File: config.mk
export PLATFORM = sky130hd
export DESIGN_NAME = text_overlay_sequencer
export DESIGN_NICKNAME = d
export VERILOG_FILES = /design/src/rtl/text_overlay_sequencer.sv
export SDC_FILE = /design/constraint.sdc
export NUM_CORES = 1
export LEC_CHECK = 0
export CAP_MARGIN = 20
export CORE_ASPECT_RATIO = 0.9
export CORE_MARGIN = 2
export CORE_UTILIZATION = 45
export DETAILED_ROUTE_END_ITERATION = 12
export PLACE_DENSITY = 0.67
export SYNTH_ARGS = -nofsm -noshare
export SYNTH_HDL_FRONTEND = slang
export SYNTH_SLANG_ARGS = --single-unit
File: constraint.sdc
create_clock -name clk -period 2.42 [get_ports clk]
set_input_delay 0.363 -clock clk [delete_from_list [all_inputs] [get_ports clk]]
set_output_delay 0.363 -clock clk [all_outputs]
set_load 0.03 [all_outputs]
File: src/rtl/text_overlay_sequencer.sv
// Per-frame text overlay sequencer: slide in, hold, blink, slide out.
// Drives a shifted x coordinate to the text ROM and gates its pixel output.
module text_overlay_sequencer #(
    parameter int SLIDE_MAX    = 640,
    parameter int SLIDE_STEP   = 4,
    parameter int HOLD_FRAMES  = 120,
    parameter int BLINK_FRAMES = 64,
    parameter int BLINK_SHIFT  = 3
) (
    input  logic       clk,
    input  logic       rst,
    input  logic       frame_tick,
    input  logic       start,
    input  logic       abort,
    input  logic [9:0] x,
    input  logic       overlay_in,
    output logic [9:0] x_out,
    output logic       overlay_out,
    output logic       busy,
    output logic       done
);

    localparam int CNT_MAX = (HOLD_FRAMES > BLINK_FRAMES) ? HOLD_FRAMES : BLINK_FRAMES;
    localparam int CNT_LOG = (CNT_MAX > 1) ? $clog2(CNT_MAX) : 1;
    // Widen if needed so the blink phase bit always exists in the counter.
    localparam int CNT_W   = (CNT_LOG > BLINK_SHIFT) ? CNT_LOG : BLINK_SHIFT + 1;

    localparam logic [9:0]       OFF_MAX    = 10'(SLIDE_MAX);
    localparam logic [10:0]      OFF_MAX11  = 11'(SLIDE_MAX);
    localparam logic [10:0]      STEP11     = 11'(SLIDE_STEP);
    localparam logic [CNT_W-1:0] HOLD_LAST  = CNT_W'(HOLD_FRAMES - 1);
    localparam logic [CNT_W-1:0] BLINK_LAST = CNT_W'(BLINK_FRAMES - 1);

    typedef enum logic [2:0] {
        StIdle,
        StSlideIn,
        StHold,
        StBlink,
        StSlideOut
    } state_e;

    state_e           state_q, state_d;
    logic [9:0]       offset_q, offset_d;
    logic [CNT_W-1:0] cnt_q, cnt_d;
    logic             text_en_q, text_en_d;
    logic             start_pend_q, start_pend_d;
    logic             busy_q, busy_d;
    logic             done_q, done_d;
    logic [10:0]      off_up;

    assign off_up = {1'b0, offset_q} + STEP11;

    always_comb begin
        state_d      = state_q;
        offset_d     = offset_q;
        cnt_d        = cnt_q;
        start_pend_d = start_pend_q;
        done_d       = 1'b0;

        if (state_q == StIdle && start) begin
            start_pend_d = 1'b1;
        end

        if (frame_tick) begin
            unique case (state_q)
                StIdle: begin
                    if (start || start_pend_q) begin
                        state_d      = StSlideIn;
                        offset_d     = OFF_MAX;
                        start_pend_d = 1'b0;
                    end
                end
                StSlideIn: begin
                    if ({1'b0, offset_q} <= STEP11) begin
                        offset_d = 10'd0;
                        state_d  = StHold;
                        cnt_d    = '0;
                    end else begin
                        offset_d = offset_q - STEP11[9:0];
                    end
                end
                StHold: begin
                    if (cnt_q == HOLD_LAST) begin
                        state_d = StBlink;
                        cnt_d   = '0;
                    end else begin
                        cnt_d = cnt_q + CNT_W'(1);
                    end
                end
                StBlink: begin
                    if (cnt_q == BLINK_LAST) begin
                        state_d = StSlideOut;
                        cnt_d   = '0;
                    end else begin
                        cnt_d = cnt_q + CNT_W'(1);
                    end
                end
                StSlideOut: begin
                    if (off_up >= OFF_MAX11) begin
                        offset_d = OFF_MAX;
                        state_d  = StIdle;
                        done_d   = 1'b1;
                    end else begin
                        offset_d = off_up[9:0];
                    end
                end
                default: state_d = StIdle;
            endcase
        end

        // Abort wins over start and frame_tick.
        if (abort) begin
            state_d      = StIdle;
            offset_d     = OFF_MAX;
            cnt_d        = '0;
            start_pend_d = 1'b0;
            done_d       = 1'b0;
        end

        unique case (state_d)
            StIdle:  text_en_d = 1'b0;
            StBlink: text_en_d = ~cnt_d[BLINK_SHIFT];
            default: text_en_d = 1'b1;
        endcase

        busy_d = (state_d != StIdle);
    end

    always_ff @(posedge clk or posedge rst) begin
        if (rst) begin
            state_q      <= StIdle;
            offset_q     <= OFF_MAX;
            cnt_q        <= '0;
            text_en_q    <= 1'b0;
            start_pend_q <= 1'b0;
            busy_q       <= 1'b0;
            done_q       <= 1'b0;
        end else begin
            state_q      <= state_d;
            offset_q     <= offset_d;
            cnt_q        <= cnt_d;
            text_en_q    <= text_en_d;
            start_pend_q <= start_pend_d;
            busy_q       <= busy_d;
            done_q       <= done_d;
        end
    end

    // x < offset wraps in x_out; the compare masks that region.
    assign x_out       = x - offset_q;
    assign overlay_out = text_en_q & overlay_in & (x >= offset_q);
    assign busy        = busy_q;
    assign done        = done_q;

endmodule

==> results of run 1 <==
## kinds of logic after synthesis
logic type / synth area share
flip-flops: 0.258
AO/OA/AOI/OAI: 0.268
other: 0.00351
AND/OR/NAND/NOR: 0.282
adder cells (fa/ha/maj): 0.0819
XOR/XNOR: 0.0327
buffers and inverters: 0.0737
## sequential cells by signal, summed over array words and instances (netlist names)
register,count
busy,1
cnt_q,7
done,1
offset_q,8
start_pend_q,1
state_q,3
text_en_q,1
## placed cells by master (no fill, tap or decap), types with 9 or more instances in the layout
cell type and count:
a21oi_1 9, buf_4 47, clkdlybuf4s50_1 15, dfrtp_1 18, inv_1 15, nand2_1 18
nor2_1 23, nor3_1 12, o21ai_0 10
## per-stage QoR
step	util	power [mW]	cell area (um^2)	hold WS, ns	std cells
2_1_floorplan	-	0.683	2140	0.351	269
3_3_place_gp	0.587	0.841	2650	0.518	380
3_5_place_dp	0.587	0.844	2650	0.534	380
4_1_cts	0.611	1.09	2760	0.449	385
5_1_grt	0.635	1.18	2870	0.493	390
6_report	0.635	1.11	2870	0.435	390
## repair_timing
action | CTS | global route
pin swaps | 9 | 9
resized for setup | 16 | 16
setup endpoints to repair | 6 | 6
buffers inserted | 2 | 5
## worst min-delay path: stages
cell and delay [ns]:
clkdlybuf4s50_1 0.40, inv_1 0.05, buf_4 0.28
## power breakdown
group          internal (mW)  switching, mW
registers              0.384         0.0102
logic                  0.221          0.270
clock network          0.111          0.118
## cell type report
type	count	share of cell area
repair buffers	69	0.202
flip-flops and latches	22	0.194
inverters	21	0.0275
well taps	62	0.0270
clock buffers	3	0.0144
multi-input cells	213	0.536
## worst max-delay path by stage
stage,start,end,cells after the start
finish,x[3],x_out[9],8
global placement,x[2],x_out[8],9
floorplan,offset_q[2]$_DFFE_PP0P_,x_out[7],7
CTS,offset_q[7]$_DFFE_PP1P_,overlay_out,9
global route,offset_q[4]$_DFFE_PP0P_,overlay_out,9
detailed placement,x[2],x_out[7],9
## per-layer routing
| layer | vias to the layer above | part of all wire | routed length (um) |
|---|---|---|---|
| li1 | 1124 | - | - |
| met1 | 1083 | 0.47 | 2850 |
| met2 | 113 | 0.43 | 2640 |
| met3 | 12 | 0.089 | 546 |
| met4 | 0 | 0.012 | 73 |
| met5 | - | 0 | 0 |
==> key figures, run 1 <==
Drt
  • Via Count: 2332
  • DRC violations left: 0
  • Initial drt markers: 288
  • Detail Route Antenna Nets: 0
  • TritonRoute pass-1 iters: 5
  • WL/cell: 15.7 um
  • Vias per std cell: 5.98
  • Routed wire length: 6110 um

Critical path
  • Critical Path RT: 2.06 ns
  • R2r endpoint: text_en_q$_DFF_PP0_
  • Worst R2R Start: offset_q[7]$_DFFE_PP1P_
  • Critical path fanouts, max: 4
  • Worst reg2reg path depth: 7
  • Crit Path Class: in2out
  • Crit-path slowest cell: clkdlybuf4s50_1
  • Crit path DAT: 2.04 ns
  • Crit path buffers/inverters: 2
  • Critical path capture point type: primary output
  • Startpoint Class: input port
  • Max stage delay on crit path: 0.44 ns
  • FF-to-FF setup slack: 0.08 ns
  • Top Family by Delay on Critical Path: compound AO/OA/AOI/OAI gates
  • CP cell instances: clkdlybuf4s50_1 -> ha_4 -> o21a_1 -> o21ai_2 -> a21o_1 -> a211o_1 -> nand3_1 -> buf_6

Place
  • I/O Buffers: 28
  • Place WS: -0.247 ns
  • Dpl hpwl: 4480 um
  • Placer Congestion: 0.930

Clocking
  • Later-pin clock latency in the skew report: 0.26 ns
  • Cts bufs inserted: 3
  • Clock transition at path regs: 0.08 ns
  • # hold bufs at CTS: 0
  • H-tree depth: 1
  • Clk root buf: clkbuf_8
  • Longest Clk Path Bufs: 2
  • TritonCTS clock tree: yes
  • Clock Sinks: 22

Job
  • Max-cap violation count: 0

Yosys
  • Distinct cells, synth: 66
  • Mapped Cells: 269
  • Synthesized cell area: 2140 um^2
  • Syn_area_per_cell: 7.95 um^2
  • Post-synth EDFFs: 0
  • Area leader, netlist: dfrtp_1
  • Synthesized flop and latch total: 22
  • Yosys top cell area share: 0.234
  • Asr flop ratio synth: 1.00
  • Post-synth top cells: nor2_1 (23), dfrtp_1 (20), inv_1 (19), nand2_1 (18)
  • Cell with the most instances after synthesis: nor2_1
  • Synth warn: 0
  • Top cells by area, synth: dfrtp_1 (23%), ha_1 (8.2%), nor2_1 (4.0%)
  • Register area share after synthesis: 0.258
  • Post-synth top flop: dfrtp_1
  • Post-Syn Nets: 299

Global routing
  • M1 GR Usage: 0.352
  • Vias in the first global route: 2085
  • Initial antenna violation count: 0
  • All-Layer GR Usage: 0.225
  • Largest net degree at the start of global routing: 23
  • Congestion Overflow GR: 0
  • Met2 Usage GRT: 0.330
  • First-pass GRT wire length: 10000 um
  • GRT met3 Usage: 0.0273
  • Gr busiest metal: met1

Die
  • Starting Density: 0.474
  • Die W: 76.7 um
  • Core area: 4520 um^2
  • Chip height: 69.4 um
  • Cell row count: 23
  • Die ar.: 5320 um^2
  • # IOs: 29

Power
  • P_leak: 1.21 nW
  • Power Density: 388 nW/um^2
  • Maximum vdd drop: 334 uV

Timing
  • Fin. max-slew vios: 0
  • Final Skew: 0.00790 ns
  • Max Clock Freq: 416 MHz
  • Hold Fails Final Rpt: 0
  • RSZ-0062 raised after global routing: true
  • Crit share post-route: 0.993
  • Worst-Margin Slew: 0.524 ns
  • Setup TNS: 0 ns
  • Final WS setup: 0.0172 ns
  • Final setup fails: 0
  • Period minus WS final: 2.40 ns
  • Max_slew headroom: 0.649

Finish
  • Layout cells sized above 1: 0.271
  • Antenna cells: 0
  • Nets: 360
  • Register Area: 556 um^2
  • Area of the multi-input gates: 1540 um^2
  • Number of fill cells: 402
  • Area grow syn2layout: 34.1%

Worst hold path
  • HP Class: in2async

Run status
  • Status: finished, final reports clean
Note: power is estimated with default switching activity, not from simulation.
==> run 2, diff against run 1 <==
- CAP_MARGIN: 20 -> 0
- CORE_ASPECT_RATIO: 0.9 -> 1.5
==> run 2 against run 1 <==
Against the previous run: via count decreased by 1.1%; clock power about the same; register-to-register slack improved by 0.05 ns; non-clock buffer count increased by 2; critical endpoint unchanged; largest power group unchanged.
==> key figures, run 2 (synthesis results as in run 1) <==
Run status
  • Status: finished, final reports clean

Die
  • Die W: 60.3 um (-21%)
  • Chip height: 88.5 um (+27%)
  • Core area: 4540 um^2 (+0.53%)
  • Cell row count: 30 (+30%)
  • Die ar.: 5330 um^2 (+0.20%)
  • # IOs: 29 (unchanged)
  • Starting Density: 0.471 (-0.00248)

Critical path
  • Worst reg2reg path depth: 6 (-1)
  • R2r endpoint: offset_q[6]$_DFFE_PP0P_
  • Critical path capture point type: primary output
  • Worst R2R Start: offset_q[2]$_DFFE_PP0P_
  • FF-to-FF setup slack: 0.13 ns (+0.05 ns)
  • Startpoint Class: flop
  • Critical path fanouts, max: 4 (unchanged)
  • Critical Path RT: 2.06 ns (about the same)
  • Crit Path Class: reg2out
  • CP Capture Point: x_out[9]
  • Crit path DAT: 2.03 ns (about the same)
  • Worst setup path startpoint: offset_q[7]$_DFFE_PP1P_

Timing
  • Fin. max-slew vios: 0 (unchanged)
  • Final setup fails: 0 (unchanged)
  • Period minus WS final: 2.39 ns (-0.0119 ns)
  • Hold Fails Final Rpt: 0 (unchanged)
  • Setup TNS: 0 ns (unchanged)
  • RSZ-0062 raised after global routing: true
  • Final Skew: 0.00324 ns (-0.00466 ns)
  • Max Clock Freq: 418 MHz (+0.50%)
  • Crit share post-route: 0.988 (-0.00492)

Drt
  • TritonRoute pass-1 iters: 4 (-1)
  • Via Count: 2306 (-1.1%)
  • Met3 WL: 153 um (-72%)
  • WL/cell: 14.9 um (-5.0%)
  • Detail Route Antenna Nets: 0 (unchanged)
  • Routed wl met2: 3210 um (+22%)
  • Wire length on met1: 2260 um (-21%)
  • Routed wire length: 5860 um (-4.0%)
  • DRC violations left: 0 (unchanged)
  • Vias per std cell: 5.85 (-2.1%)
  • Initial drt markers: 93 (-68%)
  • Highest metal used: met4

Power
  • Power Density: 387 nW/um^2 (-0.24%)
  • Net Sw Power: 0.394 mW (-1.1%)
  • Sw Share: 0.355 (-0.00242)
  • Maximum vdd drop: 256 uV (-23%)
  • Int Pwr: 0.715 mW (about the same)
  • Tot Pwr: 1.11 mW (-0.46%)
  • Combinational share of power: 0.441 (about the same)
  • Sequential power share: 0.355 (about the same)
  • Clock power share: 0.204 (about the same)
  • P_leak: 1.20 nW (-0.59%)

Global routing
  • Largest net degree at the start of global routing: 23 (unchanged)
  • Vias in the first global route: 2269 (+8.8%)
  • Congestion Overflow GR: 0 (unchanged)
  • Initial antenna violation count: 0 (unchanged)
  • All-Layer GR Usage: 0.241 (+0.0156)
  • First-pass GRT wire length: 9810 um (-1.9%)

Finish
  • Antenna cells: 0 (unchanged)
  • Number of flip-flops in the largest register: 8 (unchanged)
  • Number of fill cells: 428 (+6.5%)
  • Fin util: 0.630 (-0.00470)
  • Final std cells w/o fill: 394 (+1.0%)
  • Layout cells sized above 1: 0.261 (-0.0107)
  • Area grow syn2layout: 33.8%
  • Commonest non-fill, non-tap cell in the layout: buf_4
  • Top reg by flops: offset_q
  • Nets: 362 (+0.56%)
  • Most frequent cells in the layout: buf_4 (47), nor2_1 (22), dfrtp_1 (20), nand2_1 (18), inv_1 (17)
  • Regs by FF count: offset_q: 8 flops, cnt_q: 7 flops, state_q: 3 flops

Place
  • Placed instance count: 391 (+2.9%)
  • Placer Congestion: 0.939 (+0.97%)
  • Dpl hpwl: 4750 um (+5.9%)
  • I/O Buffers: 28 (unchanged)

Clocking
  • H-tree depth: 1 (unchanged)
  • Clk root buf: clkbuf_8
  • Cts bufs inserted: 3 (unchanged)
  • Longest Clk Path Bufs: 2 (unchanged)
  • Later-pin clock latency in the skew report: 0.26 ns (about the same)
  • Clock transition at path regs: 0.08 ns (about the same)
  • TritonCTS clock tree: yes
  • Clock Sinks: 22 (unchanged)

Job
  • Max-cap violation count: 0 (unchanged)

Worst hold path
  • HP Class: in2async
## run 2: cell types whose count changed in the layout (fill, tap and decap cells not counted), sizes merged
cell,before,now
dlymetal6s2s,2,0
buf,50,51
clkbuf,3,4
clkdlybuf4s50,15,16
dlygate4sd2,2,3
## run 2: power by group through the flow
| stage | clock, mW | combinational, mW | sequential, mW |
|---|---|---|---|
| after CTS | 0.235 | 0.480 | 0.394 |
| after detailed placement | 0 | 0.460 | 0.401 |
| final | 0.226 | 0.489 | 0.394 |
| after global placement | 0 | 0.455 | 0.401 |
| after floorplan | 0 | 0.279 | 0.404 |
| after global routing | 0.245 | 0.531 | 0.397 |
## run 2: worst max-delay path, cell delays in order, from the launching register on
cell and delay (ns):
dfstp_2 0.53, inv_1 0.06, ha_1 0.29, buf_4 0.13, nand3_1 0.09, a21o_1 0.19, a211o_1 0.27, nand3_2 0.07
buf_6 0.13
## run 2: cell type report
class | count | area (um^2) | share of cell area
clock buffer | 3 | 41.3 | 0.0144
inverter | 21 | 78.8 | 0.0275
multi-input combinational | 213 | 1520 | 0.530
sequential | 22 | 553 | 0.193
tap | 64 | 80.1 | 0.0280
timing repair buffer | 71 | 592 | 0.207
## run 2: repair_timing
item,CTS,global route
hold buffers,0,0
setup endpoints to repair,6,6
pin swaps,8,9
setup buffers,1,1
resized for setup,26,9
## run 2: how the worst min path moves through the flow
stage	slack, ns	endpoint	start
6_report	0.43	offset_q[2]$_DFFE_PP0P_	rst
5_1_grt	0.44	offset_q[2]$_DFFE_PP0P_	rst
4_1_cts	0.43	offset_q[2]$_DFFE_PP0P_	rst
3_5_place_dp	0.51	offset_q[9]$_DFFE_PP1P_	offset_q[9]$_DFFE_PP1P_
3_3_place_gp	0.51	offset_q[9]$_DFFE_PP1P_	offset_q[9]$_DFFE_PP1P_
2_1_floorplan	0.35	busy$_DFF_PP0_	rst
## run 2: metal layers
metal / vias up / GRT usage
met5: - / 0
met4: 0 / 0.115
met3: 22 / 0.0175
met2: 62 / 0.471
met1: 1089 / 0.246
li1: 1133 / -
## run 2: metrics by stage
step | setup WS (ns) | area, um^2 | hold slack, ns
CTS | -0.0219 | 2830 | 0.434
finish | 0.0291 | 2860 | 0.425
global placement | -0.487 | 2720 | 0.507
detailed placement | -0.507 | 2720 | 0.512
floorplan | 0.0752 | 2140 | 0.351
global route | -0.0658 | 2860 | 0.442
